### src/rtl/usb_tx_packetizer_if.sv
// Request/byte/PISO bus for usb_tx_packetizer.
//   master: packet source and PISO side (drives start/pid/payload_len/byte_in/byte_valid)
//   slave : packetizer (drives byte_ready, par_ip, load, busy, done, underrun)
interface usb_tx_packetizer_if;
    logic       start;
    logic [3:0] pid;
    logic [6:0] payload_len;
    logic [7:0] byte_in;
    logic       byte_valid;
    logic       byte_ready;
    logic [7:0] par_ip;
    logic       load;
    logic       busy;
    logic       done;
    logic       underrun;

    modport master (
        output start, pid, payload_len, byte_in, byte_valid,
        input  byte_ready, par_ip, load, busy, done, underrun
    );

    modport slave (
        input  start, pid, payload_len, byte_in, byte_valid,
        output byte_ready, par_ip, load, busy, done, underrun
    );
endinterface

### src/rtl/usb_tx_packetizer.sv
// USB transmit packetizer: frames SYNC, PID and payload bytes into fixed-length
// byte slots for a downstream parallel-in/serial-out shifter, then a 2-cycle EOP.
// Ports:
//   clk       - rising-edge clock
//   rst       - synchronous active-high reset
//   bus.start/pid/payload_len - packet request, latched when accepted in IDLE
//   bus.byte_in/byte_valid/byte_ready - payload byte handshake (byte_ready combinational)
//   bus.par_ip/load - byte to the PISO and its one-cycle load strobe
//   bus.busy/done/underrun - status: in packet, completion pulse, sticky abort
module usb_tx_packetizer #(
    parameter int unsigned SLOT_CLKS = 8,
    parameter int unsigned MAX_LEN   = 64
) (
    input  logic               clk,
    input  logic               rst,
    usb_tx_packetizer_if.slave bus
);

    localparam int unsigned     CNT_W     = (SLOT_CLKS > 1) ? $clog2(SLOT_CLKS) : 1;
    localparam int unsigned     LEN_W     = $clog2(MAX_LEN + 1);
    localparam logic [CNT_W-1:0] SLOT_LAST = CNT_W'(SLOT_CLKS - 1);
    localparam logic [LEN_W-1:0] LEN_MAX   = LEN_W'(MAX_LEN);
    localparam logic [7:0]       SYNC_BYTE = 8'h80;

    typedef enum logic [2:0] {IDLE, SYNC, PID, DATA, EOP, DONE} state_t;

    state_t           state_q;
    logic [CNT_W-1:0] cnt_q;
    logic [CNT_W-1:0] cnt_next;
    logic [3:0]       pid_q;
    logic [LEN_W-1:0] len_q;
    logic [LEN_W-1:0] len_clamped;
    logic [LEN_W-1:0] fetched_q;
    logic [LEN_W-1:0] sent_q;
    logic [7:0]       hold_q;
    logic             hold_full_q;
    logic [7:0]       par_ip_q;
    logic             load_q;
    logic             busy_q;
    logic             done_q;
    logic             underrun_q;
    logic             byte_ready_c;
    logic             xfer;

    assign bus.par_ip   = par_ip_q;
    assign bus.load     = load_q;
    assign bus.busy     = busy_q;
    assign bus.done     = done_q;
    assign bus.underrun = underrun_q;
    assign bus.byte_ready = byte_ready_c;

    // Slot counter wraps at the slot length
    assign cnt_next = (cnt_q == SLOT_LAST) ? '0 : cnt_q + CNT_W'(1);

    // Oversized requests silently truncate to MAX_LEN
    assign len_clamped = (32'(bus.payload_len) > MAX_LEN) ? LEN_MAX : LEN_W'(bus.payload_len);

    // Fetch a byte only while framing, into an empty holder, and not past the length
    assign byte_ready_c = ((state_q == PID) || (state_q == DATA)) && !hold_full_q
                          && (fetched_q < len_q);
    assign xfer = bus.byte_valid && byte_ready_c;

    // Packet FSM, holding register and registered outputs
    always_ff @(posedge clk) begin
        if (rst) begin
            state_q     <= IDLE;
            cnt_q       <= '0;
            pid_q       <= '0;
            len_q       <= '0;
            fetched_q   <= '0;
            sent_q      <= '0;
            hold_q      <= '0;
            hold_full_q <= 1'b0;
            par_ip_q    <= '0;
            load_q      <= 1'b0;
            busy_q      <= 1'b0;
            done_q      <= 1'b0;
            underrun_q  <= 1'b0;
        end else begin
            load_q <= 1'b0;
            done_q <= 1'b0;

            if (xfer) begin
                hold_q      <= bus.byte_in;
                hold_full_q <= 1'b1;
                fetched_q   <= fetched_q + LEN_W'(1);
            end

            case (state_q)
                IDLE: begin
                    if (bus.start) begin
                        state_q     <= SYNC;
                        cnt_q       <= '0;
                        pid_q       <= bus.pid;
                        len_q       <= len_clamped;
                        fetched_q   <= '0;
                        sent_q      <= '0;
                        hold_full_q <= 1'b0;
                        underrun_q  <= 1'b0;
                        busy_q      <= 1'b1;
                        load_q      <= 1'b1;
                        par_ip_q    <= SYNC_BYTE;
                    end
                end

                SYNC: begin
                    cnt_q <= cnt_next;
                    if (cnt_q == SLOT_LAST) begin
                        state_q  <= PID;
                        load_q   <= 1'b1;
                        par_ip_q <= {~pid_q, pid_q};
                    end
                end

                PID, DATA: begin
                    cnt_q <= cnt_next;
                    if ((state_q == DATA) && (cnt_q == '0) && !load_q) begin
                        // A data slot opened with nothing to send: abort the packet
                        state_q    <= IDLE;
                        busy_q     <= 1'b0;
                        underrun_q <= 1'b1;
                    end else if (cnt_q == SLOT_LAST) begin
                        if (sent_q == len_q) begin
                            state_q <= EOP;
                        end else begin
                            state_q <= DATA;
                            if (hold_full_q) begin
                                load_q      <= 1'b1;
                                par_ip_q    <= hold_q;
                                hold_full_q <= 1'b0;
                                sent_q      <= sent_q + LEN_W'(1);
                            end
                        end
                    end
                end

                EOP: begin
                    // Counter restarted at 0 on entry; second cycle ends EOP
                    cnt_q <= cnt_q + CNT_W'(1);
                    if (cnt_q == CNT_W'(1)) begin
                        state_q <= DONE;
                        busy_q  <= 1'b0;
                        done_q  <= 1'b1;
                    end
                end

                DONE: begin
                    state_q <= IDLE;
                    cnt_q   <= '0;
                end

                default: begin
                    state_q <= IDLE;
                    busy_q  <= 1'b0;
                end
            endcase
        end
    end

endmodule

### src/flat_wrapper.sv
// flat-port wrapper written by rule: the top's interface ports become plain ports
module usb_tx_packetizer_flat 
#(
    parameter int unsigned SLOT_CLKS = 8,
    parameter int unsigned MAX_LEN   = 64
)
  (clk, rst, bus_start, bus_pid, bus_payload_len, bus_byte_in, bus_byte_valid, bus_byte_ready, bus_par_ip, bus_load, bus_busy, bus_done, bus_underrun);
  usb_tx_packetizer_if bus_i ();
  input  logic clk;
  input  logic rst;
  input wire logic [$bits(bus_i.start)-1:0] bus_start;
  input wire logic [$bits(bus_i.pid)-1:0] bus_pid;
  input wire logic [$bits(bus_i.payload_len)-1:0] bus_payload_len;
  input wire logic [$bits(bus_i.byte_in)-1:0] bus_byte_in;
  input wire logic [$bits(bus_i.byte_valid)-1:0] bus_byte_valid;
  output wire logic [$bits(bus_i.byte_ready)-1:0] bus_byte_ready;
  output wire logic [$bits(bus_i.par_ip)-1:0] bus_par_ip;
  output wire logic [$bits(bus_i.load)-1:0] bus_load;
  output wire logic [$bits(bus_i.busy)-1:0] bus_busy;
  output wire logic [$bits(bus_i.done)-1:0] bus_done;
  output wire logic [$bits(bus_i.underrun)-1:0] bus_underrun;
  assign bus_i.start = bus_start;
  assign bus_i.pid = bus_pid;
  assign bus_i.payload_len = bus_payload_len;
  assign bus_i.byte_in = bus_byte_in;
  assign bus_i.byte_valid = bus_byte_valid;
  assign bus_byte_ready = bus_i.byte_ready;
  assign bus_par_ip = bus_i.par_ip;
  assign bus_load = bus_i.load;
  assign bus_busy = bus_i.busy;
  assign bus_done = bus_i.done;
  assign bus_underrun = bus_i.underrun;
  usb_tx_packetizer #(.SLOT_CLKS(SLOT_CLKS), .MAX_LEN(MAX_LEN)) u_core (.clk(clk), .rst(rst), .bus(bus_i));
endmodule
### config.mk
export PLATFORM = sky130hd
export DESIGN_NAME = usb_tx_packetizer_flat
export DESIGN_NICKNAME = d
export VERILOG_FILES = /design/src/rtl/usb_tx_packetizer_if.sv /design/src/rtl/usb_tx_packetizer.sv /design/src/flat_wrapper.sv
export SDC_FILE = /design/constraint.sdc
export NUM_CORES = 1
export LEC_CHECK = 0
export CORE_AREA = 10 10 72 120
export DETAILED_ROUTE_END_ITERATION = 16
export DIE_AREA = 0 0 82 130
export GPL_TIMING_DRIVEN = 0
export PLACE_DENSITY = 0.66
export SYNTH_ARGS = -nofsm -noshare
export SYNTH_HDL_FRONTEND = slang
export SYNTH_SLANG_ARGS = --single-unit
### constraint.sdc
create_clock -name clk -period 3.9 [get_ports clk]
set_input_delay 0.975 -clock clk [delete_from_list [all_inputs] [get_ports clk]]
set_output_delay 0.975 -clock clk [all_outputs]
set_load 0.03 [all_outputs]
==> impl_metrics.yaml, run 1 <==
placement:
  detailedPlace.worstSlack_ns: 0.822
  gp_congestion: 0.832
  numPortBuffers: 35
  dp_hpwl_mm: 5.37
global_routing:
  track_usage_pct: 14.3
  grt.overflow.total: 0
  grt_pass1_wl_mm: 11.9
  grt_max_degree: 16
  grt_pass1_vias: 2458
  antenna_found_initial: 0
power:
  power_leakage_nw: 1.12
  seqPwrFrac_pct: 33.9
  cellPowerDensity_nw_per_um2: 596
  swShare_pct: 37.0
  internal-power_w: 0.00124
  irDropWorstVdd_uv: 307
  pwr-share-comb_pct: 39.1
  clockPowerShare_pct: 27.0
  netSwitchingPower_w: 0.000726
die:
  fp.dieH_um: 130
  design.die.area_um2: 10700
  core-area_um2: 6710
  die_x_um: 82
  start_util_pct: 39.7
  core.rowCount: 40
  io_pins: 36
setup_path:
  start_kind: "flip-flop"
  worstSetupPathType: "flip-flop to output pin"
  crit_start: "u_core.len_q[6]"
  endpoint_kind: "output pin"
  crit_arrival_ns: 2.42
  endpoint: "bus_byte_ready"
  r2r_cells: 8
  required_ns: 2.92
  reg2reg_from: "u_core.len_q[6]"
  timing.rr.end: "u_core.hold_q[2]"
  rrSetupSlack_ns: 1.72
  worst-path-max-fanout: 5
sta:
  rsz0062_at_grt: "false"
  finalCritPeriodShare_pct: 87.1
  relSlewSlack_pct: 54.6
  finalSetupViolCount: 0
  worst_pin_slew_ns: 0.678
  finalMaxSlewViolations: 0
  setup_ws_ns: 0.501
  clock.fmax_mhz: 294
  clock_skew_ns: 0.00549
  fin_crit_ns: 3.40
  hold_violations: 0
  finalSetupTns_ns: 0
synth:
  avgSynthCellArea_um2: 8.90
  yosysTopAreaCell: "dfxtp_1"
  syn-cell-area_um2: 2660
  synth_edf_count: 0
  ys_warn_count: 0
  ys_async_sr_fraction_pct: 0
  synth.distinct_cells: 56
  yosysTopAreaCellShare_pct: 39.1
  synthesis.nets: 334
  synth.area.top_cells: "dfxtp_1, ha_1, nand2_1"
  ys.flop_type: "dfxtp_1"
  yosys_register_bits: 52
  synthCells: 299
  yosysSeqAreaShare_pct: 39.1
  yosysMostFrequentCell: "dfxtp_1"
  synth_common_cells: "dfxtp_1, nand2_1, nor2_1"
detailed_routing:
  postRouteWirelength_mm: 7.11
  remaining_drc_errors: 0
  detail-route-antenna-nets: 0
  wl_met2_mm: 3.94
  vias_per_cell: 5.49
  highest_layer: "met4"
  wl_per_cell_um: 16.7
  vias: 2339
  drt-initial-drc-count: 139
  dr_wl_met3_um: 326
  drt-met1-wl_mm: 2.66
  first_pass_iters: 4
cts:
  hold_buffers: 0
  clk_pin_slew_ns: 0.06
  h-tree-depth: 2
  cts_tree: "yes"
  postCtsSetupBuffers: 0
  clk_path_buf_depth: 2
  clkLatencyLatePin_ns: 0.29
  cts_resized: 0
  clock-root-buffer: "clkbuf_16"
  cts_buffers: 5
  clock-sinks: 52
hold_path:
  hold_path_class: "flip-flop to flip-flop"
final_layout:
  area_delta_synth_final_pct: 24.0
  post_route_cells_drive_above_1_share_pct: 9.06
  nNetsFinal: 376
  fillerInstances: 688
  diodes: 0
flow_run:
  drv_cap: 0
status:
  status: "completed"
[registers in the layout, indices dropped and copies added, names as in the netlist]
name / flops
u_core.state_q: 3
u_core.fetched_q: 7
u_core.bus.underrun: 1
u_core.len_q: 7
u_core.hold_q: 8
u_core.cnt_q: 3
u_core.bus.load: 1
u_core.bus.par_ip: 8
u_core.bus.done: 1
u_core.bus.busy: 1
u_core.hold_full_q: 1
u_core.sent_q: 7
u_core.pid_q: 4
[cell families (layout without fill, tap and decap cells)]
logic type      count (synthesis)  in the layout  synth area share [%]
mux                            10             10                  3.76
flops                          52             52                  39.1
simple gates                  119            119                  23.0
xor+xnor                       12             12                  3.95
compound gates                 72             72                  20.2
fa+ha+maj                      12             12                  5.64
buf+inv                        22             65                  4.28
[layout make-up]
type                    count  area (um2)  share of cell area, %
repair buffers             35         350                   10.6
clock buffers               7         153                   4.63
clock inverters             1        30.0                  0.910
plain buffers              11        72.6                   2.20
well taps                  84         105                   3.19
flip-flops and latches     52        1040                   31.6
inverters                  11        41.3                   1.25
multi-input cells         225        1510                   45.7
[per-layer routing]
metal,track usage (%),up-vias
li1,-,1160
met1,14.6,1122
met2,26.4,47
met3,3.17,10
met4,6.54,0
met5,0,-
[worst min-delay path by stage]
stage	from	to	slack, ns	cells after the start
floorplan	u_core.pid_q[3]	u_core.pid_q[3]	0.45	2
global route	u_core.pid_q[0]	u_core.pid_q[0]	0.50	2
finish	u_core.pid_q[2]	u_core.pid_q[2]	0.48	2
global placement	u_core.pid_q[0]	u_core.pid_q[0]	0.46	2
CTS	u_core.pid_q[2]	u_core.pid_q[2]	0.47	2
detailed placement	u_core.pid_q[2]	u_core.pid_q[2]	0.46	2
[power groups by stage]
stage | registers (W) | logic [W] | clock network [W]
finish | 0.000667 | 0.000768 | 0.000531
global route | 0.000678 | 0.000839 | 0.000557
CTS | 0.000667 | 0.000769 | 0.000537
detailed placement | 0.000678 | 0.000761 | 0
global placement | 0.000676 | 0.000757 | 0
floorplan | 0.000721 | 0.000489 | 0
[cell usage in the layout, fill, tap and decap left out, types with 2 or more instances in the layout]
master	instances
nor3_2	2
nand2_1	36
o31ai_1	2
nor3b_1	3
a31o_1	3
clkbuf_8	2
nand4_1	5
ha_1	12
a311oi_1	6
clkbuf_1	5
mux2i_1	10
inv_1	11
a211oi_2	2
nand3_1	9
nor2_1	27
o21ai_1	6
a22oi_1	2
buf_2	3
dfxtp_1	52
nor2b_1	3
clkdlybuf4s50_1	35
o21ai_0	5
nor2_2	4
a211oi_1	5
nor3_1	11
clkbuf_16	5
or3_1	5
nand2b_1	2
xnor2_1	12
a21oi_1	26
nand3b_1	2
[through the flow]
stage	hold WS, ns	cell area, um2	cells	utilization, %	total power, W
after global placement	0.461	3120	418	46.5	0.00143
after detailed placement	0.464	3120	418	46.5	0.00144
after CTS	0.474	3300	426	49.2	0.00197
final	0.476	3300	426	49.2	0.00197
after global routing	0.504	3300	426	49.2	0.00207
after floorplan	0.449	2660	299	-	0.00121
[worst max-delay path, cell delays in order, from the launching register on]
cell and delay (ns):
dfxtp_1 0.37, inv_1 0.07, ha_1 0.31, nand2_1 0.13
nor2_1 0.49, a21oi_1 0.14, clkdlybuf4s50_1 0.63
Power figures use the tool's default switching activity.
==> run 2: changes to the inputs <==
--- a/config.mk
+++ b/config.mk
@@ -5,9 +5,9 @@
 export SDC_FILE = /design/constraint.sdc
 export NUM_CORES = 1
 export LEC_CHECK = 0
-export CORE_AREA = 10 10 72 120
+export CORE_AREA = 2 2 64 112
 export DETAILED_ROUTE_END_ITERATION = 16
-export DIE_AREA = 0 0 82 130
+export DIE_AREA = 0 0 66 114
 export GPL_TIMING_DRIVEN = 0
 export PLACE_DENSITY = 0.66
 export SYNTH_ARGS = -nofsm -noshare
==> run 2 against run 1 <==
- clock skew increased by 0.0017 ns
- combinational power about the same
- register-to-register slack improved by 0.04 ns
- clock power decreased by 6.4%
- cell count unchanged
- sequential share of layout area increased by 0.18 points
- critical path type unchanged
- largest cell class unchanged
- largest power group unchanged
- highest routed layer unchanged
==> impl_metrics.yaml, run 2 (synthesis results as in run 1) <==
status:
  status: "completed"
placement:
  dp_hpwl_mm: 5.06
  gp_congestion: 0.876
  numPortBuffers: 35
  dp.cells: 418
cts:
  cts_tree: "yes"
  postCtsSetupBuffers: 0
  clkLatencyLatePin_ns: 0.29
  clk_path_buf_depth: 2
  clk_pin_slew_ns: 0.07
  clock-sinks: 52
  cts_buffers: 5
  hold_buffers: 0
  cts_resized: 0
  h-tree-depth: 2
  clock-root-buffer: "clkbuf_16"
setup_path:
  required_ns: 2.92
  start_kind: "flip-flop"
  timing.rr.end: "u_core.hold_q[2]"
  endpoint_kind: "output pin"
  worst-path-max-fanout: 5
  cp_slowest_stage_delay_ns: 0.63
  cp_slowest_cell: "clkdlybuf4s50_1"
  cp.depth: 6
  cp_cell_sequence: "inv_1 -> ha_1 -> nand2_1 -> nor2_1 -> a21oi_1 -> clkdlybuf4s50_1"
  rrSetupSlack_ns: 1.76
  r2r_cells: 8
  crit_start: "u_core.len_q[6]"
  worstSetupPathType: "flip-flop to output pin"
  endpoint: "bus_byte_ready"
  crit_buf_inv: 2
  reg2reg_from: "u_core.len_q[6]"
  crit_arrival_ns: 2.39
  crit_family: "buffers and inverters"
die:
  start_util_pct: 39.7
  core.rowCount: 40
  io_pins: 36
  fp.dieH_um: 114
  die_x_um: 66
  core-area_um2: 6710
  design.die.area_um2: 7520
power:
  cellPowerDensity_nw_per_um2: 588
  irDropWorstVdd_uv: 310
  power_leakage_nw: 1.11
detailed_routing:
  drt-initial-drc-count: 99
  vias_per_cell: 5.41
  detail-route-antenna-nets: 0
  postRouteWirelength_mm: 6.74
  wl_per_cell_um: 15.8
  first_pass_iters: 4
  remaining_drc_errors: 0
  vias: 2305
sta:
  clock.fmax_mhz: 298
  fin_hold_ws_ns: 0.474
  relSlewSlack_pct: 54.6
  finalSetupViolCount: 0
  finalSetupTns_ns: 0
  finalMaxSlewViolations: 0
  rsz0062_at_grt: "false"
  hold_violations: 0
  finalCritPeriodShare_pct: 86.2
  clock_skew_ns: 0.00715
  worst_pin_slew_ns: 0.679
  fin_crit_ns: 3.36
final_layout:
  nNetsFinal: 376
  area_delta_synth_final_pct: 23.3
  final_cell_mix: "dfxtp_1, nand2_1, clkdlybuf4s50_1"
  post_route_cells_drive_above_1_share_pct: 8.77
  instances_no_fill: 426
  multiInputGateArea_um2: 1510
  final_util_pct: 48.9
  diodes: 0
  register_area_um2: 1040
  fillerInstances: 663
  layout_commonest_cell: "dfxtp_1"
hold_path:
  hp-start: "u_core.pid_q[2]"
  hold_path_class: "flip-flop to flip-flop"
  min_delay_path_depth: 2
global_routing:
  grt.overflow.total: 0
  antenna_found_initial: 0
  track_usage_pct: 19.3
  grt_pass1_wl_mm: 10.9
  grt_max_degree: 16
  grt_pass1_vias: 2309
flow_run:
  drv_cap: 0
## run 2: how the worst min path moves through the flow
stage / slack [ns] / endpoint
6_report: 0.47 / u_core.pid_q[2]
3_3_place_gp: 0.46 / u_core.pid_q[0]
5_1_grt: 0.50 / u_core.pid_q[2]
3_5_place_dp: 0.47 / u_core.pid_q[2]
4_1_cts: 0.48 / u_core.pid_q[2]
2_1_floorplan: 0.45 / u_core.pid_q[3]
## run 2: area by class of cell
class / count / share of cell area [%]
well taps: 84 / 3.20
flip-flops and latches: 52 / 31.7
plain buffers: 11 / 2.21
clock inverters: 2 / 1.07
repair buffers: 35 / 10.7
clock buffers: 6 / 3.93
inverters: 11 / 1.26
multi-input cells: 225 / 45.9
## run 2: through the flow
| step | total power (W) | setup WS [ns] | area (um2) |
|---|---|---|---|
| after floorplan | 0.00121 | 1.32 | 2660 |
| after global routing | 0.00205 | 0.356 | 3280 |
| after global placement | 0.00143 | 0.845 | 3120 |
| after detailed placement | 0.00144 | 0.843 | 3120 |
| after CTS | 0.00194 | 0.511 | 3280 |
| final | 0.00193 | 0.539 | 3280 |
## run 2: per-layer routing
metal,share of wire (%),GRT usage (%)
met2,55,35.8
met3,3.5,3.25
met5,0,0
met1,39,20.3
met4,3.3,9.52
## run 2: report_power, final
group	internal (W)	leakage (nW)	total, W	switching, W
clock	0.000302	0.0808	0.000497	0.000195
sequential	0.000603	0.423	0.000666	0.0000635
combinational	0.000298	0.610	0.000766	0.000468
## run 2: tightest hold or removal path: stages, from the launching register on
cell and delay [ns]:
dfxtp_1 0.32, nand2_1 0.06, a21oi_1 0.05
==> run 3: changes to the inputs <==
--- a/config.mk
+++ b/config.mk
@@ -6,6 +6,7 @@
 export NUM_CORES = 1
 export LEC_CHECK = 0
 export CORE_AREA = 2 2 64 112
+export CTS_CLUSTER_SIZE = 24
 export DETAILED_ROUTE_END_ITERATION = 16
 export DIE_AREA = 0 0 66 114
 export GPL_TIMING_DRIVEN = 0
==> results of run 3 <==
The final DEF is identical to that of run 2; final timing and power are the same.
